## config.mk

```make
export PLATFORM = sky130hd
export DESIGN_NAME = operand_fetch_flat
export DESIGN_NICKNAME = d
export VERILOG_FILES = /design/src/rtl/operand_fetch_if.sv /design/src/rtl/operand_fetch.sv /design/src/flat_wrapper.sv
export SDC_FILE = /design/constraint.sdc
export NUM_CORES = 1
export LEC_CHECK = 0
export BUFFER_PORTS_ARGS = -buffer_cell sky130_fd_sc_hd__buf_4
export CORE_AREA = 4 4 150 152
export DETAILED_ROUTE_END_ITERATION = 16
export DIE_AREA = 0 0 154 156
export PLACE_DENSITY = 0.67
export SLEW_MARGIN = 40
export SYNTH_ARGS = -nofsm -noshare
export SYNTH_HDL_FRONTEND = slang
export SYNTH_HIERARCHICAL = 1
export SYNTH_SLANG_ARGS = --single-unit
```

## constraint.sdc

```tcl
create_clock -name clk -period 3.1 [get_ports clk]
set_clock_uncertainty 0.2 [all_clocks]
set_input_delay 0.62 -clock clk [delete_from_list [all_inputs] [get_ports clk]]
set_output_delay 0.62 -clock clk [all_outputs]
set_load 0.05 [all_outputs]
```

## src/rtl/operand_fetch_if.sv

```systemverilog
// Bus between the operand-fetch stage and its neighbours: IF/ID input, register-file
// read port, EX/MEM/WB bypass sources, redirect flush, and the ID/EX output register.
interface operand_fetch_if #(
  parameter int XLEN    = 32,
  parameter int RADDR_W = 5
);
  logic               in_valid;
  logic [31:0]        in_instr;
  logic [XLEN-1:0]    in_pc;
  logic               in_ready;
  logic [RADDR_W-1:0] rf_raddr0;
  logic [RADDR_W-1:0] rf_raddr1;
  logic [XLEN-1:0]    rf_rdata0;
  logic [XLEN-1:0]    rf_rdata1;
  logic [XLEN-1:0]    ex_fwd_data;
  logic               mem_wen;
  logic [RADDR_W-1:0] mem_waddr;
  logic [XLEN-1:0]    mem_data;
  logic               wb_wen;
  logic [RADDR_W-1:0] wb_waddr;
  logic [XLEN-1:0]    wb_data;
  logic               flush;
  logic               out_ready;
  logic               out_valid;
  logic [XLEN-1:0]    out_pc;
  logic [31:0]        out_instr;
  logic [XLEN-1:0]    out_op_a;
  logic [XLEN-1:0]    out_op_b;
  logic [RADDR_W-1:0] out_dest;
  logic               out_wen;
  logic               out_is_load;

  modport slave (
    input  in_valid, in_instr, in_pc, rf_rdata0, rf_rdata1, ex_fwd_data,
           mem_wen, mem_waddr, mem_data, wb_wen, wb_waddr, wb_data, flush, out_ready,
    output in_ready, rf_raddr0, rf_raddr1, out_valid, out_pc, out_instr,
           out_op_a, out_op_b, out_dest, out_wen, out_is_load
  );

  modport master (
    output in_valid, in_instr, in_pc, rf_rdata0, rf_rdata1, ex_fwd_data,
           mem_wen, mem_waddr, mem_data, wb_wen, wb_waddr, wb_data, flush, out_ready,
    input  in_ready, rf_raddr0, rf_raddr1, out_valid, out_pc, out_instr,
           out_op_a, out_op_b, out_dest, out_wen, out_is_load
  );
endinterface

```

## src/rtl/operand_fetch.sv

```systemverilog
// Decode/operand-fetch stage: field decode, bypass operand select, load-use
// interlock and the ID/EX register with valid/ready handshake and flush.
module operand_fetch_opsel #(
  parameter int XLEN    = 32,
  parameter int RADDR_W = 5
) (
  input  logic [RADDR_W-1:0] i_src,
  input  logic               i_ex_en,
  input  logic [RADDR_W-1:0] i_ex_dest,
  input  logic [XLEN-1:0]    i_ex_data,
  input  logic               i_mem_wen,
  input  logic [RADDR_W-1:0] i_mem_waddr,
  input  logic [XLEN-1:0]    i_mem_data,
  input  logic               i_wb_wen,
  input  logic [RADDR_W-1:0] i_wb_waddr,
  input  logic [XLEN-1:0]    i_wb_data,
  input  logic [XLEN-1:0]    i_rf_data,
  output logic [XLEN-1:0]    o_data
);
  // Youngest producer wins; WB beats the RF because the RF returns pre-write data.
  always_comb begin
    o_data = i_rf_data;
    if (i_src == '0)                                o_data = '0;
    else if (i_ex_en && i_ex_dest == i_src)         o_data = i_ex_data;
    else if (i_mem_wen && i_mem_waddr == i_src)     o_data = i_mem_data;
    else if (i_wb_wen && i_wb_waddr == i_src)       o_data = i_wb_data;
  end
endmodule

module operand_fetch #(
  parameter int XLEN    = 32,
  parameter int RADDR_W = 5
) (
  input logic           clk,
  input logic           rst_n,
  operand_fetch_if.slave bus
);
  logic [5:0]                    w_op, w_funct;
  logic [RADDR_W-1:0]            w_rs, w_rt, w_rd, w_dest;
  logic                          w_wen, w_is_load, w_use_rs, w_use_rt;
  logic [1:0][RADDR_W-1:0]       w_src;
  logic [1:0][XLEN-1:0]          w_rdata, w_opnd;
  logic [1:0]                    w_use, w_ld_hit;
  logic                          w_ex_en, w_load_use, w_advance, w_take;

  logic                          r_valid, r_wen, r_is_load;
  logic [XLEN-1:0]               r_pc, r_op_a, r_op_b;
  logic [31:0]                   r_instr;
  logic [RADDR_W-1:0]            r_dest;

  assign w_op    = bus.in_instr[31:26];
  assign w_rs    = bus.in_instr[25:21];
  assign w_rt    = bus.in_instr[20:16];
  assign w_rd    = bus.in_instr[15:11];
  assign w_funct = bus.in_instr[5:0];

  assign bus.rf_raddr0 = w_rs;
  assign bus.rf_raddr1 = w_rt;

  always_comb begin
    w_dest = '0;
    w_wen  = 1'b0;
    case (w_op)
      6'h00: begin
        w_dest = w_rd;
        w_wen  = (w_funct != 6'h08);
      end
      6'h23, 6'h08, 6'h0A, 6'h0C, 6'h0D, 6'h0F: begin
        w_dest = w_rt;
        w_wen  = 1'b1;
      end
      6'h03: begin
        w_dest = RADDR_W'(31);
        w_wen  = 1'b1;
      end
      default: ;
    endcase
    // $0 is hardwired, so a write to it is no write at all
    if (w_dest == '0) w_wen = 1'b0;
  end

  assign w_is_load = (w_op == 6'h23);
  assign w_use_rt  = (w_op == 6'h00) | (w_op == 6'h2B) | (w_op == 6'h04) | (w_op == 6'h05);
  assign w_use_rs  = !((w_op == 6'h02) | (w_op == 6'h03) | (w_op == 6'h0F));

  assign w_src   = {w_rt, w_rs};
  assign w_rdata = {bus.rf_rdata1, bus.rf_rdata0};
  assign w_use   = {w_use_rt, w_use_rs};
  // A load in EX has no data yet; it is only usable from MEM onwards.
  assign w_ex_en = r_valid & r_wen & ~r_is_load;

  generate
    for (genvar g = 0; g < 2; g++) begin : g_src
      operand_fetch_opsel #(.XLEN(XLEN), .RADDR_W(RADDR_W)) u_sel (
        .i_src       (w_src[g]),
        .i_ex_en     (w_ex_en),
        .i_ex_dest   (r_dest),
        .i_ex_data   (bus.ex_fwd_data),
        .i_mem_wen   (bus.mem_wen),
        .i_mem_waddr (bus.mem_waddr),
        .i_mem_data  (bus.mem_data),
        .i_wb_wen    (bus.wb_wen),
        .i_wb_waddr  (bus.wb_waddr),
        .i_wb_data   (bus.wb_data),
        .i_rf_data   (w_rdata[g]),
        .o_data      (w_opnd[g])
      );
      assign w_ld_hit[g] = w_use[g] & (w_src[g] == r_dest);
    end
  endgenerate

  assign w_load_use   = bus.in_valid & r_valid & r_is_load & (r_dest != '0) & (|w_ld_hit);
  assign w_advance    = bus.out_ready | ~r_valid;
  assign w_take       = bus.in_valid & ~w_load_use;
  assign bus.in_ready = bus.flush | (w_advance & ~w_load_use);

  always_ff @(posedge clk or negedge rst_n) begin
    if (!rst_n) begin
      r_valid   <= 1'b0;
      r_pc      <= '0;
      r_instr   <= '0;
      r_op_a    <= '0;
      r_op_b    <= '0;
      r_dest    <= '0;
      r_wen     <= 1'b0;
      r_is_load <= 1'b0;
    end else if (bus.flush) begin
      r_valid <= 1'b0;
    end else if (w_advance) begin
      if (w_take) begin
        r_valid   <= 1'b1;
        r_pc      <= bus.in_pc;
        r_instr   <= bus.in_instr;
        r_op_a    <= w_opnd[0];
        r_op_b    <= w_opnd[1];
        r_dest    <= w_dest;
        r_wen     <= w_wen;
        r_is_load <= w_is_load;
      end else begin
        // bubble: payload is stale but must not look like a producer
        r_valid   <= 1'b0;
        r_wen     <= 1'b0;
        r_is_load <= 1'b0;
      end
    end
  end

  assign bus.out_valid   = r_valid;
  assign bus.out_pc      = r_pc;
  assign bus.out_instr   = r_instr;
  assign bus.out_op_a    = r_op_a;
  assign bus.out_op_b    = r_op_b;
  assign bus.out_dest    = r_dest;
  assign bus.out_wen     = r_wen;
  assign bus.out_is_load = r_is_load;
endmodule

```

## src/flat_wrapper.sv

```systemverilog
// flat-port wrapper written by rule: the top's interface ports become plain ports
module operand_fetch_flat 
#(
  parameter int XLEN    = 32,
  parameter int RADDR_W = 5
)
  (clk, rst_n, bus_in_valid, bus_in_instr, bus_in_pc, bus_rf_rdata0, bus_rf_rdata1, bus_ex_fwd_data, bus_mem_wen, bus_mem_waddr, bus_mem_data, bus_wb_wen, bus_wb_waddr, bus_wb_data, bus_flush, bus_out_ready, bus_in_ready, bus_rf_raddr0, bus_rf_raddr1, bus_out_valid, bus_out_pc, bus_out_instr, bus_out_op_a, bus_out_op_b, bus_out_dest, bus_out_wen, bus_out_is_load);
  operand_fetch_if #(.XLEN(XLEN), .RADDR_W(RADDR_W)) bus_i ();
  input logic clk;
  input logic rst_n;
  input wire logic [$bits(bus_i.in_valid)-1:0] bus_in_valid;
  input wire logic [$bits(bus_i.in_instr)-1:0] bus_in_instr;
  input wire logic [$bits(bus_i.in_pc)-1:0] bus_in_pc;
  input wire logic [$bits(bus_i.rf_rdata0)-1:0] bus_rf_rdata0;
  input wire logic [$bits(bus_i.rf_rdata1)-1:0] bus_rf_rdata1;
  input wire logic [$bits(bus_i.ex_fwd_data)-1:0] bus_ex_fwd_data;
  input wire logic [$bits(bus_i.mem_wen)-1:0] bus_mem_wen;
  input wire logic [$bits(bus_i.mem_waddr)-1:0] bus_mem_waddr;
  input wire logic [$bits(bus_i.mem_data)-1:0] bus_mem_data;
  input wire logic [$bits(bus_i.wb_wen)-1:0] bus_wb_wen;
  input wire logic [$bits(bus_i.wb_waddr)-1:0] bus_wb_waddr;
  input wire logic [$bits(bus_i.wb_data)-1:0] bus_wb_data;
  input wire logic [$bits(bus_i.flush)-1:0] bus_flush;
  input wire logic [$bits(bus_i.out_ready)-1:0] bus_out_ready;
  output wire logic [$bits(bus_i.in_ready)-1:0] bus_in_ready;
  output wire logic [$bits(bus_i.rf_raddr0)-1:0] bus_rf_raddr0;
  output wire logic [$bits(bus_i.rf_raddr1)-1:0] bus_rf_raddr1;
  output wire logic [$bits(bus_i.out_valid)-1:0] bus_out_valid;
  output wire logic [$bits(bus_i.out_pc)-1:0] bus_out_pc;
  output wire logic [$bits(bus_i.out_instr)-1:0] bus_out_instr;
  output wire logic [$bits(bus_i.out_op_a)-1:0] bus_out_op_a;
  output wire logic [$bits(bus_i.out_op_b)-1:0] bus_out_op_b;
  output wire logic [$bits(bus_i.out_dest)-1:0] bus_out_dest;
  output wire logic [$bits(bus_i.out_wen)-1:0] bus_out_wen;
  output wire logic [$bits(bus_i.out_is_load)-1:0] bus_out_is_load;
  assign bus_i.in_valid = bus_in_valid;
  assign bus_i.in_instr = bus_in_instr;
  assign bus_i.in_pc = bus_in_pc;
  assign bus_i.rf_rdata0 = bus_rf_rdata0;
  assign bus_i.rf_rdata1 = bus_rf_rdata1;
  assign bus_i.ex_fwd_data = bus_ex_fwd_data;
  assign bus_i.mem_wen = bus_mem_wen;
  assign bus_i.mem_waddr = bus_mem_waddr;
  assign bus_i.mem_data = bus_mem_data;
  assign bus_i.wb_wen = bus_wb_wen;
  assign bus_i.wb_waddr = bus_wb_waddr;
  assign bus_i.wb_data = bus_wb_data;
  assign bus_i.flush = bus_flush;
  assign bus_i.out_ready = bus_out_ready;
  assign bus_in_ready = bus_i.in_ready;
  assign bus_rf_raddr0 = bus_i.rf_raddr0;
  assign bus_rf_raddr1 = bus_i.rf_raddr1;
  assign bus_out_valid = bus_i.out_valid;
  assign bus_out_pc = bus_i.out_pc;
  assign bus_out_instr = bus_i.out_instr;
  assign bus_out_op_a = bus_i.out_op_a;
  assign bus_out_op_b = bus_i.out_op_b;
  assign bus_out_dest = bus_i.out_dest;
  assign bus_out_wen = bus_i.out_wen;
  assign bus_out_is_load = bus_i.out_is_load;
  operand_fetch #(.XLEN(XLEN), .RADDR_W(RADDR_W)) u_core (.clk(clk), .rst_n(rst_n), .bus(bus_i));
endmodule
```

==> impl_metrics.csv <==
group,metric,value,unit
outcome,status,"complete, no violations",
logic_synthesis,synth_top_cell_by_area,"dfrtp_1",
worst_setup_path,crit_type,"reg2out",
global_routing,grt_max_degree,82,
power,vdd_drop_max,375,uV
sta,tightest_slew,0.760,ns
logic_synthesis,ys_top_cells_by_area,"dfrtp_1 (41%), mux2_2 (10%), mux2_4 (7.2%), o221ai_1 (6.5%), a31oi_1 (4.9%)",
power,power_frac_seq,0.319,
worst_setup_path,r2r_start,"u_core/bus.out_dest[3]",
clock_network,htree_levels,4,
logic_synthesis,synthFlopType,"dfrtp_1",
routing,dr.first_iter.drc_count,644,
power,p_sw_frac,0.409,
final_layout,num-nets-final,1389,
sta,fin_crit,2.97,ns
sta,finalHoldViolCount,0,
clock_network,clock_sinks,136,
logic_synthesis,ys_ff_latch,136,
final_layout,post-route-util,0.573,
sta,relSlewSlack,0.493,
placed_design,placed_cells,1403,
logic_synthesis,synth_nets,1033,
power,p_switching,2930,uW
routing,vias_per_cell,5.75,
floorplan,rows,53,
global_routing,antenna_found_initial,1,
floorplan,coreArea,21000,um2
final_layout,synthToLayoutAreaGrowth,44.2,%
power,leakage,0.00536,uW
worst_setup_path,reg2reg_depth,7,
clock_network,cts_tree,"built",
worst_setup_path,crit_end,"bus_in_ready",
logic_synthesis,yosysUniqueCellTypes,44,
logic_synthesis,syn_inst,792,
routing,final_antenna_net_count,0,
logic_synthesis,synth_commonest_cells,"dfrtp_1 (136), nand2_1 (77), mux2_2 (74)",
sta,timing.setup.tns,0,ns
sta,setup_viol,0,
routing,wl_per_cell,23.1,um
worst_setup_path,worstReg2RegEnd,"u_core/bus.out_instr[3]",
power,p_int,4230,uW
sta,rsz0062_at_grt,"false",
sta,fin_hold_ws,0.164,ns
power,clockPowerShare,0.276,
min_path,hold_class,"in2reg",
final_layout,layout-drive-gt1-share,0.500,
placed_design,placed_area,11500,um2
routing,num_vias,8269,
global_routing,grt_overflow,0,
clock_network,root_buffer,"clkbuf_16",
power,comb_power_share,0.405,
final_layout,design_area,12000,um2
floorplan,top_level_ports,388,
sta,period_share,0.959,
worst_setup_path,crit_path_end_kind,"output pin",
power,p_per_area,595,nW/um2
routing,drc_errors,0,
job,maxCapViolations,0,
global_routing,grt_pass1_wl,49.8,mm
placed_design,gp_congestion,0.862,
logic_synthesis,yosys.area.top_type_share,0.407,
clock_network,path_clk_slew,0.07,ns
floorplan,start_util,0.398,
logic_synthesis,async_reset_ff_frac,1.00,
clock_network,cts_buffer_depth,2,
logic_synthesis,synth_edf_count,0,
worst_setup_path,crit_required,2.28,ns
worst_setup_path,cp_data_arrival_time,2.15,ns
floorplan,dieArea,24000,um2
floorplan,die_y,156,um
sta,fmax,336,MHz
clock_network,clock_latency,0.42,ns
global_routing,grt_use_total,0.266,
final_layout,stdcell_count,1437,
logic_synthesis,postSynthAreaPerCell,10.6,um2
worst_setup_path,worst-path-max-fanout,7,
clock_network,cts_made_buffers,17,
placed_design,dp_hpwl,23.9,mm
routing,drtPass1Iterations,6,
logic_synthesis,ys_seq_area_frac,0.407,
floorplan,fp.dieW,154,um
global_routing,grt_pass1_vias,8604,
routing,drt-total-wl,33.2,mm
logic_synthesis,yosysWarnings,6,
logic_synthesis,synthMostInstantiatedCell,"dfrtp_1",
worst_setup_path,reg2reg_setup_slack,0.38,ns
logic_synthesis,syn_area,8360,um2
sta,maxSlewViolCount,0,
worst_setup_path,crit_start,"u_core/bus.out_dest[4]",
worst_setup_path,start_kind,"flip-flop",
placed_design,io_buffers,387,
logic make-up after synthesis:
group                     after synthesis  share of synthesized area
xor gates and xnor gates               40                     0.0419
buffers and inverters                  83                     0.0636
muxes                                 132                      0.196
AOI/OAI and AO/OA                     216                      0.177
DFF                                   136                      0.407
and+or+nand+nor                       185                      0.115
layout by cell type, fill, tap and decap left out, drive strengths merged, types with 4 or more instances in the layout:
| cell type | n |
|---|---|
| buf | 418 |
| nand2 | 77 |
| nor2 | 13 |
| a31oi | 65 |
| nor4 | 7 |
| nand3 | 7 |
| o21ai | 66 |
| o221ai | 62 |
| nor3 | 6 |
| a221o | 4 |
| inv | 12 |
| dfrtp | 136 |
| or3 | 63 |
| mux2 | 132 |
| xor2 | 25 |
| clkbuf | 17 |
| xnor2 | 15 |
worst min-delay path by stage:
stage,from,to,slack (ns),cells after the start
global route,bus_flush,u_core/bus.out_valid,0.15,2
CTS,bus_flush,u_core/bus.out_valid,0.14,2
finish,bus_flush,u_core/bus.out_valid,0.16,2
detailed placement,u_core/bus.out_op_a[4],u_core/bus.out_op_a[4],0.28,1
global placement,u_core/bus.out_op_a[9],u_core/bus.out_op_a[9],0.27,1
floorplan,rst_n,u_core/bus.out_dest[0],0.12,0
through the flow:
step / power (uW) / setup slack [ns]
5_1_grt: 7470 / 0.0126
6_report: 7170 / 0.126
4_1_cts: 7230 / 0.0468
3_3_place_gp: 5190 / 0.201
3_5_place_dp: 5220 / 0.155
2_1_floorplan: 4110 / 0.494
final cells by class:
cell class,instances,area (um2)
Tap cell,275,344
Antenna cell,1,2.50
Clock inverter,15,150
Clock buffer,17,425
Inverter,1,3.75
Multi-Input combinational cell,573,4470
Sequential cell,136,3400
Timing Repair Buffer,419,3250
Fill cell,1881,8970
state kept, by name, summed over array words and instances (netlist names):
| name | cells |
|---|---|
| u_core/bus.out_instr | 32 |
| u_core/bus.out_op_a | 32 |
| u_core/bus.out_op_b | 32 |
| u_core/bus.out_pc | 32 |
| u_core/bus.out_dest | 5 |
| u_core/bus.out_is_load | 1 |
| u_core/bus.out_valid | 1 |
| u_core/bus.out_wen | 1 |
power groups by stage:
stage               combinational [uW]  sequential [uW]  clock (uW)
floorplan                          693             3410           0
global placement                  2880             2310           0
detailed placement                2900             2320           0
CTS                               2910             2290        2030
global route                      3030             2330        2120
finish                            2900             2290        1980
worst max-delay path, stage by stage, from the launching register on:
cell and delay, ns:
dfrtp_1 0.51, xor2_1 0.20, nor4_2 0.35, o2111ai_1 0.22, a31o_2 0.28, buf_4 0.18
layer usage:
metal  global-route usage  vias up  part of all wire
met3               0.0888       72              0.11
li1                     -     3714                 -
met5                    0        -                 0
met1                0.319     3949              0.38
met2                0.445      534              0.48
met4                0.102        0             0.030
timing repair:
action,CTS,global route
buffers inserted,0,0
resized for setup,0,1
hold buffers,1,0
setup endpoints to repair,0,1
endpoints found under the hold margin,22,0
Power figures use the tool's default switching activity.
